`src/rtl/uart_tx_arbiter.sv`:
```
// Arbitrates the keyboard and response byte streams onto one UART TX, holding the grant for escape sequences.
// Define ARB_KBD_PRIORITY_EN to give the keyboard fixed priority on idle ties instead of round robin.
module uart_tx_arbiter #(
  parameter int          LOCK_TIMEOUT = 100000,
  parameter logic [7:0]  ESC_CODE     = 8'h1b,
  parameter logic [7:0]  ESC_Y_CODE   = 8'h59
) (
  input  logic       clk,
  input  logic       reset_n,
  input  logic [7:0] kbd_data,
  input  logic       kbd_valid,
  output logic       kbd_ready,
  input  logic [7:0] rsp_data,
  input  logic       rsp_valid,
  output logic       rsp_ready,
  output logic [7:0] tx_data,
  output logic       tx_valid,
  input  logic       tx_ready,
  output logic       lock_active,
  output logic       lock_owner,
  output logic       lock_timeout
);

  localparam int TW = $clog2(LOCK_TIMEOUT) + 1;
  localparam logic [TW-1:0] TIMER_MAX = TW'(LOCK_TIMEOUT - 1);

  localparam logic [0:0] S_IDLE = 1'b0;
  localparam logic [0:0] S_LOCK = 1'b1;

  logic [0:0]    state;
  logic          last_grant;
  logic [1:0]    remaining;
  logic          seq_first;
  logic [TW-1:0] timer;

  logic       out_free;
  logic       expired;
  logic       sel_rsp;
  logic       acc_k;
  logic       acc_r;
  logic       acc;
  logic [7:0] acc_data;

  assign out_free    = !tx_valid || tx_ready;
  assign expired     = (state == S_LOCK) && (timer == TIMER_MAX);
  assign lock_active = (state == S_LOCK);

  always_comb begin
    sel_rsp   = 1'b0;
    kbd_ready = 1'b0;
    rsp_ready = 1'b0;
    if (state == S_IDLE) begin
`ifdef ARB_KBD_PRIORITY_EN
      sel_rsp = rsp_valid && !kbd_valid;
`else
      // last_grant: 0 = keyboard, 1 = response; a tie goes to the other one
      sel_rsp = rsp_valid && (!kbd_valid || !last_grant);
`endif
      kbd_ready = out_free && kbd_valid && !sel_rsp;
      rsp_ready = out_free && sel_rsp;
    end else if (!expired) begin
      kbd_ready = out_free && !lock_owner;
      rsp_ready = out_free && lock_owner;
    end
  end

  assign acc_k    = kbd_valid && kbd_ready;
  assign acc_r    = rsp_valid && rsp_ready;
  assign acc      = acc_k || acc_r;
  assign acc_data = acc_r ? rsp_data : kbd_data;

  // Output register and arbitration state update on the same edge as the handshake
  always_ff @(posedge clk) begin
    if (!reset_n) begin
      tx_valid     <= 1'b0;
      tx_data      <= 8'h00;
      state        <= S_IDLE;
      lock_owner   <= 1'b0;
      lock_timeout <= 1'b0;
      last_grant   <= 1'b1;
      remaining    <= 2'd0;
      seq_first    <= 1'b0;
      timer        <= '0;
    end else begin
      lock_timeout <= 1'b0;
      if (acc) begin
        tx_data  <= acc_data;
        tx_valid <= 1'b1;
      end else if (tx_ready) begin
        tx_valid <= 1'b0;
      end

      if (state == S_IDLE) begin
        if (acc) begin
          last_grant <= acc_r;
          if (acc_data == ESC_CODE) begin
            state      <= S_LOCK;
            lock_owner <= acc_r;
            remaining  <= 2'd1;
            seq_first  <= 1'b1;
            timer      <= '0;
          end
        end
      end else begin
        if (expired) begin
          state        <= S_IDLE;
          lock_timeout <= 1'b1;
        end else if (acc) begin
          timer     <= '0;
          seq_first <= 1'b0;
          if (seq_first && (acc_data == ESC_Y_CODE)) begin
            remaining <= 2'd2;
          end else if (remaining == 2'd1) begin
            remaining  <= 2'd0;
            state      <= S_IDLE;
            last_grant <= lock_owner;
          end else begin
            remaining <= remaining - 2'd1;
          end
        end else begin
          timer <= timer + TW'(1);
        end
      end
    end
  end

endmodule
```
`config.mk`:
```
export PLATFORM = sky130hd
export DESIGN_NAME = uart_tx_arbiter
export DESIGN_NICKNAME = d
export VERILOG_FILES = /design/src/rtl/uart_tx_arbiter.sv
export SDC_FILE = /design/constraint.sdc
export NUM_CORES = 1
export LEC_CHECK = 0
export ABC_AREA = 1
export CORE_UTILIZATION = 25
export DETAILED_ROUTE_END_ITERATION = 8
export PLACE_DENSITY = 0.53
export SYNTH_ARGS = -nofsm -noshare
export SYNTH_HDL_FRONTEND = slang
export SYNTH_SLANG_ARGS = --single-unit
```
`constraint.sdc`:
```
create_clock -name clk -period 5.3 [get_ports clk]
set_input_delay 1.06 -clock clk [delete_from_list [all_inputs] [get_ports clk]]
set_output_delay 1.06 -clock clk [all_outputs]
set_load 0.005 [all_outputs]
```
Word-level counts from Yosys, hierarchy flattened

Cells that the tools add are included.

Register bits after elaboration: 34
Logic and storage cells: 84
Memory bits (writable): 0
ROM bits: 0
Latch bits: 0
Memories kept: 0

Divide/modulo/power cells: 0
Bitwise logic cells: 1
Mux-type cells: 38
Shift-type cells: 0
$lt $le $gt $ge: 0
$add $sub $neg: 2
Multiply operators: 0
Equal/unequal tests: 7
Reductions and logical operators: 27

Operators with widths:

| kind                                                                    | number |
|---|---|
| 18-bit two-way mux                                                      | 5 |
| 1-bit two-way mux                                                       | 25 |
| 18-bit by 1-bit adder with 18-bit output, second input constant         | 1 |
| 18-bit by 17-bit equality test with 1-bit output, second input constant | 1 |
| 2-bit two-way mux                                                       | 7 |
| 1-bit logical AND                                                       | 10 |
| 8-bit by 5-bit equality test with 1-bit output, second input constant   | 1 |
| 8-bit by 7-bit equality test with 1-bit output, second input constant   | 1 |
| 8-bit two-way mux                                                       | 1 |
| 2-bit nonzero test                                                      | 4 |
| 3-bit AND reduction                                                     | 2 |
| 1-bit logical NOT                                                       | 5 |
| 5-bit AND reduction                                                     | 1 |
| 2-bit inequality test, second input constant                            | 2 |
| 4-bit AND reduction                                                     | 1 |
| 1-bit logical OR                                                        | 3 |
| 2-bit by 1-bit equality test with 1-bit output, second input constant   | 1 |
| 2-bit by 1-bit inequality test with 1-bit output, second input constant | 1 |
| 2-bit AND reduction                                                     | 1 |
| 2-bit by 1-bit subtractor with 2-bit output, second input constant      | 1 |
| 1-bit NOT                                                               | 1 |

Longest topological paths before layout

Depth after elaboration: 13
Mapped depth: 19
Depth with buffers taken out: 17

Least setup slack after synthesis

Ideal clock, no wire load.

Kind: input -> output
From: input port kbd_valid
To: output port rsp_ready
Data arrival time: 1.803 ns
Setup slack: 2.437 ns
Path buffers: 1
Stages on the path: 5
Required time: 4.240 ns
Path through: nand2_1 -> nand2_1 -> a21oi_2 -> buf_2 -> a21boi_0

Word-level cells in the longest chain between the ends: 5

RTL lines:

| element           | RTL line | source |
|---|---|---|
| from (decl)       | 11       | `input logic kbd_valid,` |
| 1-bit logical NOT | 57       | `sel_rsp = rsp_valid && (!kbd_valid \|\| !last_grant);` |
| 1-bit logical OR  | 57       |  |
| 1-bit logical AND | 57       |  |
| 1-bit logical AND | 60       | `rsp_ready = out_free && sel_rsp;` |
| 1-bit two-way mux | 52       | `if (state == S_IDLE) begin` |
| to (decl)         | 15       | `output logic rsp_ready,` |

No other way between the ends.

Worst setup path in the final report

From: input port rsp_valid
To: output port rsp_ready

Word-level cells in the longest chain between the ends: 3

RTL lines:

| element           | RTL line | source |
|---|---|---|
| from (decl)       | 14       | `input logic rsp_valid,` |
| 1-bit logical AND | 57       |  |
| 1-bit logical AND | 60       |  |
| 1-bit two-way mux | 52       |  |

No other way between the ends.

==> flow_metrics.env <==
export IMPL_outcome="completed"
export IMPL_antenna_left=0
export IMPL_drive_above_1_share=0.07932
export IMPL_grt_overflow=0
export IMPL_ys_ff_latch=34
export IMPL_cp_end_kind="primary output"
export IMPL_max_cap_violations=0
export IMPL_place_gp_congestion=0.8030
export IMPL_async_flop_share=0
export IMPL_dr_first_iter_drc_count=57
export IMPL_vias=2149
export IMPL_max_clock_freq_ghz=0.2330
export IMPL_placed_cell_area_mm2=0.002521
export IMPL_cts_resized_gates=0
export IMPL_synth_cells=327
export IMPL_cp_cell_sequence="clkdlybuf4s50_1 -> nand2_1 -> a21oi_2 -> a21boi_0 -> clkdlybuf4s50_1"
export IMPL_grt_pass1_wl_um=9170
export IMPL_avgSynthCellArea_um2=6.554
export IMPL_io_pins=35
export IMPL_place_hpwl_um=3815
export IMPL_clock_path_buffers=2
export IMPL_peakVddDrop_uv=86.71
export IMPL_synthTopCellsByCount="72 x nand2_1, 39 x inv_1, 36 x nor2_1"
export IMPL_first_pass_iters=4
export IMPL_p_leak_nw=1.083
export IMPL_synth_compound_area_frac=0.1389
export IMPL_buffer_ports_inserted=34
export IMPL_arrival_ns=3.23
export IMPL_synth_xor_area_frac=0.008173
export IMPL_die_area_mm2=0.008947
export IMPL_critPathBufInv=2
export IMPL_cp_common_cell="clkdlybuf4s50_1"
export IMPL_tns_ns=0
export IMPL_cpPeakStageDelay_ns=0.76
export IMPL_synth_top_family_by_area="simple AND/OR/NAND/NOR gates"
export IMPL_synth_area_mm2=0.002143
export IMPL_numCtsBuffers=5
export IMPL_std_cell_rows=33
export IMPL_via_per_inst=4.692
export IMPL_wl_per_cell_um=12.02
export IMPL_area_growth_pct=21.19
export IMPL_post_cts_buffers=0
export IMPL_grt_pass1_vias=1955
export IMPL_clkLatencyLatePin_ns=0.29
export IMPL_yosysWarnings=0
export IMPL_hold_class="reg2reg"
export IMPL_clkTransAtPathRegs_ns=0.06
export IMPL_drv_slew=0
export IMPL_drt_drc_violations_left=0
export IMPL_diodes=0
export IMPL_slew_headroom=0.4464
export IMPL_rsz0062_at_grt="false"
export IMPL_fin_crit_sh=0.8099
export IMPL_die_w_um=94.59
export IMPL_cts_tree="built"
export IMPL_final_setup_viol_count=0
export IMPL_wl_um=5505
export IMPL_critPathLaunchType="input port"
export IMPL_synthMuxAreaShare=0
export IMPL_clockRootBuffer="clkbuf_8"
export IMPL_synth_fa_ha_area_frac=0.01168
export IMPL_antenna_found_initial=0
export IMPL_h_tree_depth=2
export IMPL_ys_types=31
export IMPL_ctsHoldBuffers=0
export IMPL_start_util=0.2595
export IMPL_stdcell_area_mm2=0.002597
export IMPL_cts_num_sinks=34
export IMPL_die_h_um=94.59
export IMPL_hold_violations=0
export IMPL_synth_area_leaders="dfxtp_1 32%, nand2_1 13%, inv_1 6.8%"
export IMPL_seq_area_frac_synth=0.3176
export IMPL_cp_required_ns=4.24
export IMPL_yosys_area_top_type="dfxtp_1"
export IMPL_ys_flop_type="dfxtp_1"
export IMPL_clock_skew_ns=0.01025
export IMPL_crit_path_max_fanout=12
export IMPL_period_needed_ns=4.292
export IMPL_power_density_mw_per_mm2=204.0
export IMPL_synth_nets=350
export IMPL_synth_top_area_share=0.3176
export IMPL_grtUsageTotal=0.1321
export IMPL_crit_type="in2out"
export IMPL_nets=376
export IMPL_core_mm2=0.008258
export IMPL_grt_max_degree=30
export IMPL_cp_slowest_cell="clkdlybuf4s50_1"
export IMPL_synthSimpleGateAreaFrac=0.4098
export IMPL_yosysMostFrequentCell="nand2_1"
export IMPL_cp_top_family="buffers and inverters"
export IMPL_worst_slew_pin_slew_ns=0.8277
export IMPL_synth_edf_count=0
sequential cells by signal (all words and copies together) (netlist names):
signal        count
seq_first         1
lock_active       1
remaining         2
timer            18
lock_timeout      1
last_grant        1
lock_owner        1
tx_valid          1
tx_data           8
power by group:
part / switching [mW] / internal [mW]
logic: 0.0406 / 0.0384
clock network: 0.0930 / 0.0905
registers: 0.00409 / 0.263
total: 0.138 / 0.392
cells by family after synthesis:
family	Yosys count
AO/OA/AOI/OAI	54
XOR/XNOR	2
adder cells (fa/ha/maj)	2
buffers and inverters	55
flip-flops	34
AND/OR/NAND/NOR	180
worst register-to-register path, stage by stage, from the launching register on:
cell	delay (ns)
dfxtp_1	0.70
inv_2	0.23
a21oi_2	0.51
nand3_4	0.24
nand2_2	0.45
nand3_2	0.62
nand2_1	0.28
nand2_1	0.07
nand2_1	0.06
nor2_1	0.05
path summary, 6_finish.rpt:
| kind | startpoint | to | slack (ns) | cells past startpoint |
|---|---|---|---|---|
| worst max register to register | lock_active | timer[5] | 1.97 | 9 |
| worst min register to register | remaining[1] | remaining[1] | 0.48 | 2 |
| worst max-delay path | rsp_valid | rsp_ready | 1.01 | 5 |
| worst min-delay path | remaining[1] | remaining[1] | 0.48 | 2 |
placed cells by master (no fill, tap or decap), drive strengths merged:
| cell | count |
|---|---|
| clkbuf | 7 |
| nand2 | 79 |
| clkdlybuf4s50 | 34 |
| xor2 | 2 |
| inv | 40 |
| nand3b | 4 |
| dfxtp | 34 |
| o211ai | 2 |
| a31oi | 4 |
| ha | 2 |
| and3 | 1 |
| nand4 | 15 |
| nand3 | 35 |
| a21boi | 2 |
| a21oi | 28 |
| nor2 | 40 |
| or2 | 1 |
| nor3 | 5 |
| o21ai | 15 |
| o2111ai | 1 |
| o21bai | 2 |
stage by stage:
step	hold WS [ns]	utilization	setup slack [ns]	cells	total power [mW]
global placement	0.4767	0.3053	1.037	451	0.3524
CTS	0.4895	0.3145	1.014	458	0.5390
floorplan	0.4570	-	2.437	327	0.3134
detailed placement	0.4802	0.3053	0.9406	451	0.3522
global route	0.5257	0.3145	0.8509	458	0.5599
finish	0.4847	0.3145	1.008	458	0.5299
area by class of cell:
cell class	instances	area [µm²]
clock buffer	7	76.32
multi-input combinational	238	1219
tap	105	131.4
fill	907	5660
timing repair buffer	34	340.3
inverter	40	150.1
sequential	34	680.7
routing by layer:
metal | up-vias | routed length [µm] | track usage
met3 | 9 | 168 | 0.02174
li1 | 1129 | - | -
met1 | 972 | 2627 | 0.1664
met2 | 39 | 2620 | 0.2198
met5 | - | 0 | 0
met4 | 0 | 88 | 0.06061
Power figures use the tool's default switching activity.
